[src/rtl/prog_loader_pkg.sv]
// Shared types and constants for the program loader: FSM states, error codes
// and a width helper.
package prog_loader_pkg;

  typedef enum logic [2:0] {
    S_IDLE,
    S_COUNT,
    S_DATA,
    S_CHECK,
    S_DONE,
    S_ERROR
  } state_e;

  localparam logic [1:0] ERR_NONE    = 2'b00;
  localparam logic [1:0] ERR_CSUM    = 2'b01;
  localparam logic [1:0] ERR_TIMEOUT = 2'b10;

  localparam logic [7:0] DEFAULT_SYNC_BYTE = 8'hA5;

  // Counter width able to hold 0..v-1, never narrower than one bit.
  function automatic int unsigned clog2_min1(input int unsigned v);
    return (v <= 2) ? 1 : $clog2(v);
  endfunction

endpackage

[src/rtl/prog_loader.sv]
// Byte-stream program loader: frames bytes into instruction words, writes them
// to program memory and holds the CPU in reset while a load is in flight.
module prog_loader
  import prog_loader_pkg::*;
#(
  parameter int unsigned WORD_WIDTH     = 24,
  parameter int unsigned ADDR_BITS      = 8,
  parameter logic [7:0]  SYNC_BYTE      = DEFAULT_SYNC_BYTE,
  parameter int unsigned TIMEOUT_CYCLES = 100000
) (
  input  logic                  clk_in,
  input  logic                  rst_in,
  input  logic [7:0]            in_data,
  input  logic                  in_valid,
  output logic                  in_ready,
  output logic                  mem_we,
  output logic [ADDR_BITS-1:0]  mem_addr,
  output logic [WORD_WIDTH-1:0] mem_wdata,
  output logic                  cpu_hold,
  output logic                  done,
  output logic [1:0]            err
);

  localparam int unsigned BPW    = WORD_WIDTH / 8;
  localparam int unsigned BCNT_W = clog2_min1(BPW);
  localparam int unsigned WCNT_W = ((ADDR_BITS > 8) ? ADDR_BITS : 8) + 1;
  localparam int unsigned TMO_W  = clog2_min1(TIMEOUT_CYCLES);

  state_e                state_q, state_d;
  logic                  in_ready_q, in_ready_d;
  logic                  mem_we_q, mem_we_d;
  logic [ADDR_BITS-1:0]  mem_addr_q, mem_addr_d;
  logic [WORD_WIDTH-1:0] mem_wdata_q, mem_wdata_d;
  logic                  cpu_hold_q, cpu_hold_d;
  logic                  done_q, done_d;
  logic [1:0]            err_q, err_d;
  logic [7:0]            csum_q, csum_d;
  logic [WORD_WIDTH-1:0] word_q, word_d;
  logic [BCNT_W-1:0]     byte_cnt_q, byte_cnt_d;
  logic [WCNT_W-1:0]     words_left_q, words_left_d;
  logic [TMO_W-1:0]      tmo_q, tmo_d;

  logic accept;
  logic in_frame;
  logic expire;

  assign accept   = in_valid && in_ready_q;
  assign in_frame = (state_q == S_COUNT) || (state_q == S_DATA) || (state_q == S_CHECK);
  // A byte landing on the expiry cycle wins over the timeout.
  assign expire   = in_frame && !accept && (tmo_q == TMO_W'(TIMEOUT_CYCLES - 1));

  always_comb begin
    state_d      = state_q;
    mem_we_d     = 1'b0;
    mem_addr_d   = mem_we_q ? mem_addr_q + ADDR_BITS'(1) : mem_addr_q;
    mem_wdata_d  = mem_wdata_q;
    cpu_hold_d   = cpu_hold_q;
    done_d       = 1'b0;
    err_d        = err_q;
    csum_d       = csum_q;
    word_d       = word_q;
    byte_cnt_d   = byte_cnt_q;
    words_left_d = words_left_q;
    tmo_d        = (accept || !in_frame) ? '0 : tmo_q + TMO_W'(1);

    case (state_q)
      S_IDLE, S_ERROR: begin
        if (accept && in_data == SYNC_BYTE) begin
          state_d    = S_COUNT;
          cpu_hold_d = 1'b1;
          err_d      = ERR_NONE;
          mem_addr_d = '0;
          csum_d     = '0;
        end
      end
      S_COUNT: begin
        if (accept) begin
          csum_d       = csum_q ^ in_data;
          words_left_d = (in_data == 8'd0) ? WCNT_W'(2 ** ADDR_BITS) : WCNT_W'(in_data);
          byte_cnt_d   = '0;
          state_d      = S_DATA;
        end
      end
      S_DATA: begin
        if (accept) begin
          csum_d = csum_q ^ in_data;
          word_d = (word_q << 8) | WORD_WIDTH'(in_data);
          if (byte_cnt_q == BCNT_W'(BPW - 1)) begin
            byte_cnt_d   = '0;
            mem_we_d     = 1'b1;
            mem_wdata_d  = word_d;
            words_left_d = words_left_q - WCNT_W'(1);
            if (words_left_q == WCNT_W'(1)) begin
              state_d = S_CHECK;
            end
          end else begin
            byte_cnt_d = byte_cnt_q + BCNT_W'(1);
          end
        end
      end
      S_CHECK: begin
        if (accept) begin
          if (in_data == csum_q) begin
            state_d = S_DONE;
            done_d  = 1'b1;
          end else begin
            state_d = S_ERROR;
            err_d   = ERR_CSUM;
          end
        end
      end
      S_DONE: begin
        cpu_hold_d = 1'b0;
        state_d    = S_IDLE;
      end
      default: state_d = S_IDLE;
    endcase

    if (expire) begin
      state_d = S_ERROR;
      err_d   = ERR_TIMEOUT;
    end

    in_ready_d = (state_d != S_DONE);
  end

  always_ff @(posedge clk_in or posedge rst_in) begin
    if (rst_in) begin
      state_q      <= S_IDLE;
      in_ready_q   <= 1'b1;
      mem_we_q     <= 1'b0;
      mem_addr_q   <= '0;
      mem_wdata_q  <= '0;
      cpu_hold_q   <= 1'b0;
      done_q       <= 1'b0;
      err_q        <= ERR_NONE;
      csum_q       <= '0;
      word_q       <= '0;
      byte_cnt_q   <= '0;
      words_left_q <= '0;
      tmo_q        <= '0;
    end else begin
      state_q      <= state_d;
      in_ready_q   <= in_ready_d;
      mem_we_q     <= mem_we_d;
      mem_addr_q   <= mem_addr_d;
      mem_wdata_q  <= mem_wdata_d;
      cpu_hold_q   <= cpu_hold_d;
      done_q       <= done_d;
      err_q        <= err_d;
      csum_q       <= csum_d;
      word_q       <= word_d;
      byte_cnt_q   <= byte_cnt_d;
      words_left_q <= words_left_d;
      tmo_q        <= tmo_d;
    end
  end

  assign in_ready  = in_ready_q;
  assign mem_we    = mem_we_q;
  assign mem_addr  = mem_addr_q;
  assign mem_wdata = mem_wdata_q;
  assign cpu_hold  = cpu_hold_q;
  assign done      = done_q;
  assign err       = err_q;

endmodule

[config.mk]
export PLATFORM = sky130hd
export DESIGN_NAME = prog_loader
export DESIGN_NICKNAME = d
export VERILOG_FILES = /design/src/rtl/prog_loader_pkg.sv /design/src/rtl/prog_loader.sv
export SDC_FILE = /design/constraint.sdc
export NUM_CORES = 1
export LEC_CHECK = 0
export CAP_MARGIN = 20
export CORE_ASPECT_RATIO = 1.4
export CORE_MARGIN = 2
export CORE_UTILIZATION = 40
export CTS_BUF_LIST = sky130_fd_sc_hd__clkbuf_16
export CTS_CLUSTER_DIAMETER = 60
export DETAILED_ROUTE_END_ITERATION = 16
export PLACE_DENSITY = 0.63
export RECOVER_POWER = 25
export SLEW_MARGIN = 30
export SYNTH_ARGS = -nofsm -noshare
export SYNTH_HDL_FRONTEND = slang
export SYNTH_SLANG_ARGS = --single-unit
[constraint.sdc]
create_clock -name clk_in -period 2.85 [get_ports clk_in]
set_input_delay 0.57 -clock clk_in [delete_from_list [all_inputs] [get_ports clk_in]]
set_output_delay 0.57 -clock clk_in [all_outputs]
set_load 0.05 [all_outputs]
# After elaboration in Yosys (flattened, before gate mapping)
# Cells that the tools add are included.
classes:
  add_sub_neg: 4
  n_mux: 38
  eq_ne: 19
  bitwise_logic: 2
  reduce_logical: 24
op_table:
  columns: ["op", "count"]
  rows:
  - ["two-way mux 8 bit", 5]
  - ["two-way mux 9 bit", 4]
  - ["bitwise OR 24 x 8 -> 24 bit", 1]
  - ["two-way mux 3 bit", 7]
  - ["case mux 9 bit (2 select lines)", 1]
  - ["adder 17 x 1 -> 17 bit (second input constant)", 1]
  - ["equality test 17 bit (second input constant)", 1]
  - ["two-way mux 17 bit", 1]
  - ["case mux 8 bit (2 select lines)", 1]
  - ["two-way mux 2 bit", 7]
  - ["inequality test 3 bit (second input constant)", 4]
  - ["case mux 3 bit (4 select lines)", 1]
  - ["equality test 9 x 1 -> 1 bit (second input constant)", 1]
  - ["AND reduction 3 bit", 3]
  - ["subtractor 9 x 1 -> 9 bit (second input constant)", 1]
  - ["adder 8 x 1 -> 8 bit (second input constant)", 1]
  - ["equality test 8 bit", 1]
  - ["equality test 8 bit (second input constant)", 1]
  - ["zero test 8 bit", 1]
  - ["two-way mux 1 bit", 8]
  - ["case mux 2 bit (2 select lines)", 2]
  - ["AND reduction 4 bit", 2]
  - ["bitwise XOR 8 bit", 1]
  - ["equality test 3 x 2 -> 1 bit (second input constant)", 2]
  - ["other kinds (15)", 29]
word_totals:
  elab_cells: 100
  out_inout_bits: 38
  regBits: 93
  inputBits: 11

# Logic depth before layout (Yosys ltp)
# Gate-level depths: netlist of the first run.
logic_depth:
  word_depth: 7
  depth_mapped: 6
  mapped_depth_nobuf: 6

# Worst setup path after synthesis of the first run
# Ideal clock, no wire load.
synth_path:
  path_kind: "input port to flip-flop"
  start: "in in_valid"
  end: "reg state_q[1]"
  slack_ps: 738
  t_required_ps: 2730
  setup_time_ps: 120
  path_buffers: 2
  t_arrival_ps: 1992
  cell_stages: 6
  path_cell_list: "and2_1 > clkbuf_1 > or3_1 > clkbuf_1 > or3_1 > and3_1"
synth_between:
  elab_chain_len: 5
  word_cells_on_any_way: 11
  cone_classes: "mux (6); reduce/logical (5)"
synth_lines:
  columns: ["item", "line", "source"]
  rows:
  - ["from (decl)", "prog_loader.sv:14", "input logic in_valid,"]
  - ["logical AND 1 bit (*)", "prog_loader.sv:47", "assign accept = in_valid && in_ready_q;"]
  - ["logical AND 1 bit or zero test 1 bit (tied branches)", "prog_loader.sv:68, prog_loader.sv:50", null]
  - ["two-way mux 3 bit or logical AND 1 bit (tied branches)", "prog_loader.sv:68, prog_loader.sv:50", null]
  - ["case mux 3 bit (4 select lines) or logical AND 1 bit (tied branches)", "prog_loader.sv:66, prog_loader.sv:50", null]
  - ["two-way mux 3 bit (*)", "prog_loader.sv:119", "if (expire) begin"]
  - ["net state_d[1]", "prog_loader.sv:29", "state_e state_q, state_d;"]
  - ["to (signal assigned)", "prog_loader.sv:143", "state_q <= state_d;"]
  - ["to (decl)", "prog_loader.sv:29", null]
# Mark *: on every way through the listed nets, which the timed path passes. The rest lies on a longest branch.
# A chain may end at the register's enable or synchronous reset.

# Worst setup path after layout of the first run
layout_path:
  start: "reg in_ready_q, in the netlist in_ready"
  end: "out in_ready"
layout_lines:
  columns: ["item", "line", "source"]
  rows:
  - ["from (decl)", "prog_loader.sv:30", "logic in_ready_q, in_ready_d;"]
  - ["from (signal assigned)", "prog_loader.sv:144", "in_ready_q <= in_ready_d;"]
  - ["to (decl)", "prog_loader.sv:15", "output logic in_ready,"]
# No word-level cell between the ends.

==> results of run 1 <==
[state kept, by name, summed over array words and instances (netlist names)]
name / cells
words_left_q: 9
mem_wdata: 24
csum_q: 8
err: 2
mem_addr: 8
state_q: 3
cpu_hold: 1
done: 1
byte_cnt_q: 2
in_ready: 1
mem_we: 1
word_q: 16
tmo_q: 17
[cells by family (layout without fill, tap and decap cells)]
family / after synthesis / after routing / share of synthesized area, %
AO/OA/AOI/OAI: 55 / 55 / 8.657
AND/OR/NAND/NOR: 133 / 133 / 17.14
multiplexers: 41 / 41 / 10.65
buffers and inverters: 23 / 85 / 2.432
XOR/XNOR: 30 / 30 / 6.080
flip-flops: 93 / 93 / 53.88
adder cells (fa/ha/maj): 4 / 4 / 1.158
[through the flow]
step | setup WS, ps | util, % | power, mW | hold WS, ps
finish | 623.2 | 50.90 | 5.747 | 476.0
global route | 344.1 | 50.90 | 6.105 | 494.4
CTS | 606.0 | 51.04 | 5.817 | 480.1
detailed placement | 296.7 | 48.09 | 4.553 | 471.7
global placement | 361.7 | 48.09 | 4.509 | 464.2
floorplan | 738.2 | - | 3.812 | 447.9
[cells in the final DEF (no fill, tap or decap), types with 3 or more instances in the layout]
| master | synthesis | layout |
|---|---|---|
| a22oi_1 | 3 | 3 |
| clkbuf_16 | 0 | 9 |
| buf_4 | 0 | 12 |
| dfrtp_1 | 92 | 92 |
| nand4_1 | 10 | 10 |
| nand3_1 | 7 | 7 |
| nor2b_1 | 10 | 10 |
| and3_1 | 3 | 3 |
| xor2_1 | 24 | 24 |
| clkdlybuf4s50_1 | 0 | 47 |
| ha_1 | 4 | 4 |
| a211o_1 | 3 | 3 |
| xnor2_1 | 6 | 6 |
| and2_1 | 3 | 3 |
| a21oi_1 | 12 | 12 |
| o21ai_0 | 15 | 15 |
| nor3_1 | 6 | 6 |
| a31oi_1 | 3 | 3 |
| nor2_1 | 39 | 39 |
| a221o_1 | 8 | 8 |
| a211oi_1 | 3 | 3 |
| and4_1 | 5 | 5 |
| or3_1 | 6 | 6 |
| inv_1 | 7 | 9 |
| nand2_1 | 17 | 17 |
| mux2_2 | 40 | 40 |
| nor3b_1 | 11 | 11 |
| nor4_1 | 6 | 6 |
[report_power, final]
group	internal [mW]	leakage [nW]	switching [mW]	total, mW
combinational	0.969	0.914	1.36	2.33
clock	0.757	0.161	0.480	1.24
sequential	1.79	1.17	0.397	2.18
[cell usage after synthesis, types with 2 or more instances]
| cell type | count | share of area (%) |
|---|---|---|
| nor4_1 | 6 | 0.87 |
| nor3_1 | 6 | 0.69 |
| dfrtp_1 | 92 | 53 |
| inv_1 | 7 | 0.61 |
| nor2b_1 | 10 | 1.4 |
| clkbuf_1 | 10 | 0.87 |
| o21ai_0 | 15 | 1.7 |
| and2_1 | 3 | 0.43 |
| buf_6 | 2 | 0.52 |
| nand2b_1 | 2 | 0.29 |
| buf_2 | 3 | 0.35 |
| nor2_1 | 39 | 3.4 |
| a211o_1 | 3 | 0.61 |
| and3_1 | 3 | 0.43 |
| or3_1 | 6 | 0.87 |
| a31oi_1 | 3 | 0.43 |
| nand2_1 | 17 | 1.5 |
| xor2_1 | 24 | 4.9 |
| ha_1 | 4 | 1.2 |
| a211oi_1 | 3 | 0.52 |
| nor3b_1 | 11 | 1.9 |
| and4_1 | 5 | 1.0 |
| nand4_1 | 10 | 1.4 |
| a221o_1 | 8 | 1.9 |
| nand3_1 | 7 | 0.81 |
| o2bb2ai_1 | 2 | 0.41 |
| mux2_2 | 40 | 10 |
| a22oi_1 | 3 | 0.52 |
| a21oi_1 | 12 | 1.4 |
| xnor2_1 | 6 | 1.2 |
[layout make-up]
type | count | area [µm²] | area share [%]
Clock buffer | 9 | 225.2 | 4.230
Clock inverter | 7 | 83.83 | 1.575
Inverter | 7 | 27.53 | 0.5170
Multi-Input combinational cell | 263 | 1888 | 35.46
Sequential cell | 93 | 2328 | 43.74
Tap cell | 138 | 172.7 | 3.243
Timing Repair Buffer | 62 | 598.1 | 11.23
[worst max-delay path by stage]
| stage | from | endpoint | slack, ps |
|---|---|---|---|
| after floorplan | in_valid | state_q[1]$_DFF_PP0_ | 740 |
| after global placement | in_data[6] | csum_q[7]$_DFFE_PP0P_ | 360 |
| after detailed placement | in_data[2] | csum_q[3]$_DFFE_PP0P_ | 300 |
| after CTS | in_ready$_DFF_PP1_ | in_ready | 610 |
| after global routing | rst_in | word_q[4]$_DFFE_PP0P_ | 340 |
| final | in_ready$_DFF_PP1_ | in_ready | 620 |
[per-layer routing]
metal / GRT usage [%] / part of all wire, % / vias up
met3: 4.717 / 3.7 / 12
met2: 26.56 / 48 / 58
met4: 6.409 / 1.9 / 0
met1: 22.46 / 46 / 1545
met5: 0 / 0 / -
li1: - / - / 1471
==> results.sh, run 1 <==
export IMPL_gr_total_overflow=0
export IMPL_cts_root_buf="clkbuf_16"
export IMPL_areaGrowthSynthToFinish_pct=23.19
export IMPL_rows=44
export IMPL_max_stage_delay_ps=790
export IMPL_layout_cells_non_filler=579
export IMPL_syn_inst=379
export IMPL_min_period_over_period_pct=78.13
export IMPL_avgSynthCellArea_um2=11.40
export IMPL_num_io_pins=49
export IMPL_first_pass_iters=4
export IMPL_period_needed_ps=2227
export IMPL_final_setup_skew_ps=5.192
export IMPL_rrSetupSlack_ps=720
export IMPL_rsz0062_at_grt="false"
export IMPL_p_leak_nw=2.245
export IMPL_cp_start_kind="flop"
export IMPL_tightest_slew_ps=1094
export IMPL_synth_nets=394
export IMPL_antenna_found_initial=0
export IMPL_cp_num_buf_inv=1
export IMPL_hp_class="reg -> reg"
export IMPL_fillers=932
export IMPL_clkTransAtPathRegs_ps=60
export IMPL_crit_arrival_ps=1660
export IMPL_dpl_cell_area_um2=5030
export IMPL_crit_type="reg -> out"
export IMPL_dieArea_um2=11660
export IMPL_worst_setup_path_end_kind="output port"
export IMPL_setup_viol=0
export IMPL_drc=0
export IMPL_cts_resized=0
export IMPL_cts_buffers=9
export IMPL_ys_ff_latch=93
export IMPL_dpl_cell_count=563
export IMPL_maxCapViolCount=0
export IMPL_fin_tns_setup_ps=0
export IMPL_port_buffers=48
export IMPL_start_util_pct=41.32
export IMPL_path_max_fanout=3
export IMPL_cts_setup_buffers=0
export IMPL_insertion_delay_ps=340
export IMPL_worst_path_max_delay_cell="clkdlybuf4s50_1"
export IMPL_syn_area_um2=4322
export IMPL_grt_pass1_vias=3194
export IMPL_r2r_cells=5
export IMPL_vias=3086
export IMPL_diodes=0
export IMPL_ys_seq_area_share_pct=53.88
export IMPL_fmax_mhz=449.1
export IMPL_power_density_nw_per_um2=1080
export IMPL_timing_hold_violations_final=0
export IMPL_dr_first_iter_drc_count=152
export IMPL_hold_start="tmo_q[0]$_DFF_PP0_"
export IMPL_synth_edf_count=0
export IMPL_via_per_inst=5.330
export IMPL_r2r_start="state_q[1]$_DFF_PP0_"
export IMPL_h_tree_depth=3
export IMPL_cts_tree="built"
export IMPL_chipWidth_um=91.85
export IMPL_gp_congestion=0.8524
export IMPL_crit_cells=1
export IMPL_cts_hold_buffers=0
export IMPL_worstHoldPathCells=1
export IMPL_cts_sinks=93
export IMPL_grt_use_total_pct=16.93
export IMPL_stdcell_area_um2=5324
export IMPL_die_h_um=127.0
export IMPL_grt_start_max_net_pins=53
export IMPL_fin_nets=451
export IMPL_cp_top_family="buffers and inverters"
export IMPL_ant_nets=0
export IMPL_maxSlewHeadroom_pct=26.66
export IMPL_synth_ff_type="dfrtp_1"
export IMPL_min_to="tmo_q[0]$_DFF_PP0_"
export IMPL_routedWlPerCell_um=15.51
export IMPL_cts_buffer_depth=2
export IMPL_status="completed"
export IMPL_drive_gt1_share_pct=16.55
export IMPL_dpl_hpwl_um=6164
export IMPL_core_um2=10460
export IMPL_path_cells="clkdlybuf4s50_1"
export IMPL_yosysUniqueCellTypes=47
export IMPL_yosys_warnings=0
export IMPL_async_flop_share_pct=100.0
export IMPL_cp_required_ps=2280
export IMPL_slew_violations=0
export IMPL_rr_endpoint="word_q[7]$_DFFE_PP0P_"
export IMPL_vdd_ir_drop_worst_v=0.0005946
export IMPL_grt_pass1_wl_um=15740
export IMPL_drt_wl_total_um=8982
Note: power is estimated with default switching activity, not from simulation.
==> inputs of run 2 (changes only) <==
--- a/config.mk
+++ b/config.mk
@@ -12,7 +12,7 @@
 export CTS_BUF_LIST = sky130_fd_sc_hd__clkbuf_16
 export CTS_CLUSTER_DIAMETER = 60
 export DETAILED_ROUTE_END_ITERATION = 16
-export PLACE_DENSITY = 0.63
+export PLACE_DENSITY = 0.61
 export RECOVER_POWER = 25
 export SLEW_MARGIN = 30
 export SYNTH_ARGS = -nofsm -noshare
==> constraint.sdc (replaced) <==
create_clock -name clk_in -period 2.1 [get_ports clk_in]
set_input_delay 0.42 -clock clk_in [delete_from_list [all_inputs] [get_ports clk_in]]
set_output_delay 0.42 -clock clk_in [all_outputs]
set_load 0.05 [all_outputs]
==> run 2 against run 1 <==
Cell count grew 3.3%. Worst setup slack worse by 530 ps. Wire length up 3.1%. Global-route usage about the same. Largest power group unchanged. Critical path depth stayed put. Register-to-register slack worse by 520 ps. Via count grew 1.3%. Clock skew grew 3.8 ps. Design area up 2.1%. Highest routed layer unchanged. Combinational power rose by 42%. First-iteration DRC count decreased by 3.3%.
==> results.sh, run 2 (synthesis results as in run 1) <==
export IMPL_status="completed"
export IMPL_gr_total_overflow=0
export IMPL_fmax_mhz=498.0
export IMPL_start_util_pct=41.32
export IMPL_slew_violations=0
export IMPL_worst_path_max_delay_cell="clkdlybuf4s50_1"
export IMPL_maxCapViolCount=0
export IMPL_hp_class="reg -> reg"
export IMPL_clkPwrFrac_pct=19.4
export IMPL_cts_buffer_depth=2
export IMPL_grt_pass1_wl_um=15690
export IMPL_rr_endpoint="words_left_q[8]$_DFFE_PP0P_"
export IMPL_cp_top_family="buffers and inverters"
export IMPL_fillers=952
export IMPL_h_tree_depth=3
export IMPL_crit_arrival_ps=1590
export IMPL_drc=0
export IMPL_comb_power_share_pct=42.7
export IMPL_insertion_delay_ps=340
export IMPL_grt_start_max_net_pins=31
export IMPL_dpl_hpwl_um=6689
export IMPL_grt_use_total_pct=16.91
export IMPL_max_stage_delay_ps=830
export IMPL_core_um2=10460
export IMPL_critPathLaunch="mem_addr[0]$_DFF_PP0_"
export IMPL_ant_nets=0
export IMPL_chipWidth_um=91.85
export IMPL_period_needed_ps=2008
export IMPL_fin_nets=470
export IMPL_cp_required_ps=1680
export IMPL_p_leak_nw=2.315
export IMPL_dr_first_iter_drc_count=147
export IMPL_cts_root_buf="clkbuf_16"
export IMPL_setup_viol=0
export IMPL_dieArea_um2=11660
export IMPL_gp_congestion=0.8071
export IMPL_power_density_nw_per_um2=1419
export IMPL_maxSlewHeadroom_pct=48.54
export IMPL_drt_wl_total_um=9261
export IMPL_r2r_cells=6
export IMPL_p_sw_share_pct=40.17
export IMPL_worstHoldPathCells=1
export IMPL_cts_hold_buffers=0
export IMPL_worst_setup_path_end_kind="output port"
export IMPL_areaGrowthSynthToFinish_pct=25.80
export IMPL_dpl_cell_count=582
export IMPL_cp_start_kind="flop"
export IMPL_final_common_cell="dfrtp_1"
export IMPL_dpl_cell_area_um2=5192
export IMPL_cp_num_buf_inv=1
export IMPL_r2r_start="words_left_q[1]$_DFFE_PP0P_"
export IMPL_cts_tree="built"
export IMPL_final_setup_skew_ps=9.020
export IMPL_p_seq_share_pct=37.9
export IMPL_drive_gt1_share_pct=21.30
export IMPL_rows=44
export IMPL_path_cells="clkdlybuf4s50_1"
export IMPL_die_h_um=127.0
export IMPL_path_max_fanout=4
export IMPL_rrSetupSlack_ps=200
export IMPL_routedWlPerCell_um=15.49
export IMPL_tightest_slew_ps=767.7
export IMPL_layout_common_cells="92 x dfrtp_1, 45 x clkdlybuf4s50_1, 40 x mux2_2"
export IMPL_port_buffers=48
export IMPL_grt_pass1_vias=3186
export IMPL_first_pass_iters=4
export IMPL_power_switching_mw=3.099
export IMPL_min_to="tmo_q[0]$_DFF_PP0_"
export IMPL_p_int_mw=4.616
export IMPL_via_per_inst=5.229
export IMPL_cts_sinks=93
export IMPL_clkTransAtPathRegs_ps=70
export IMPL_stdcell_area_um2=5436
export IMPL_vias=3127
export IMPL_antenna_found_initial=0
export IMPL_cts_buffers=9
export IMPL_hold_start="tmo_q[0]$_DFF_PP0_"
export IMPL_largest_reg_flops=24
export IMPL_rsz0062_at_grt="false"
export IMPL_crit_type="reg -> out"
export IMPL_vdd_ir_drop_worst_v=0.0008736
export IMPL_diodes=0
export IMPL_layout_cells_non_filler=598
export IMPL_min_period_over_period_pct=95.63
export IMPL_num_io_pins=49
export IMPL_timing_hold_violations_final=0
run 2: changes by cell type in the layout (fill, tap and decap cells not counted), moves of 2 or more:
| cell | before | now |
|---|---|---|
| inv_6 | 0 | 2 |
| inv_1 | 9 | 6 |
| clkinv_2 | 0 | 3 |
| buf_4 | 12 | 30 |
| clkbuf_2 | 0 | 2 |
| bufinv_16 | 2 | 0 |
| clkdlybuf4s50_1 | 47 | 45 |
run 2: worst max path at each step:
stage                                     to  slack [ps]  cells past startpoint
floorplan           mem_wdata[6]$_DFFE_PP0P_          30                      4
global placement       csum_q[6]$_DFFE_PP0P_        -250                      6
detailed placement     csum_q[6]$_DFFE_PP0P_        -310                      6
CTS                    csum_q[6]$_DFFE_PP0P_          50                      6
global route           csum_q[6]$_DFFE_PP0P_          30                      6
finish                           mem_addr[0]          90                      1
run 2: what timing repair did:
| item | CTS | global route |
|---|---|---|
| resized for setup | 0 | 1 |
| setup buffers | 0 | 0 |
| endpoints found under the setup margin | 0 | 8 |
run 2: power groups by stage:
stage / Clock, mW / Sequential (mW) / Combinational, mW
finish: 1.49 / 2.93 / 3.30
global route: 1.61 / 3.02 / 3.52
CTS: 1.53 / 2.93 / 3.34
detailed placement: 0 / 2.95 / 3.32
global placement: 0 / 2.93 / 3.27
floorplan: 0 / 3.83 / 1.34
run 2: area by class of cell:
type	count	area [µm²]	area share (%)
clock buffers	9	225.2	4.143
clock inverters	7	48.80	0.8976
inverters	7	27.53	0.5063
multi-input cells	263	1894	34.84
flip-flops and latches	93	2328	42.83
well taps	138	172.7	3.176
repair buffers	81	739.5	13.60
run 2: stage by stage:
stage / setup slack, ps / hold slack, ps / utilization, % / setup TNS, ps / power [mW]
detailed placement: -311.9 / 481.1 / 49.64 / -2702 / 6.266
floorplan: 28.93 / 447.9 / - / 0 / 5.174
global placement: -250.9 / 480.8 / 49.64 / -2157 / 6.201
global route: 30.99 / 527.0 / 51.97 / 0 / 8.151
CTS: 49.85 / 451.3 / 52.26 / 0 / 7.790
finish: 91.82 / 495.9 / 51.97 / 0 / 7.715
run 2: per-layer routing:
layer / global-route usage, % / wire (µm) / vias to the layer above
met5: 0 / 0 / -
met4: 7.375 / 224 / 0
met3: 2.417 / 214 / 17
met2: 27.77 / 4572 / 49
met1: 22.43 / 4250 / 1543
li1: - / - / 1518
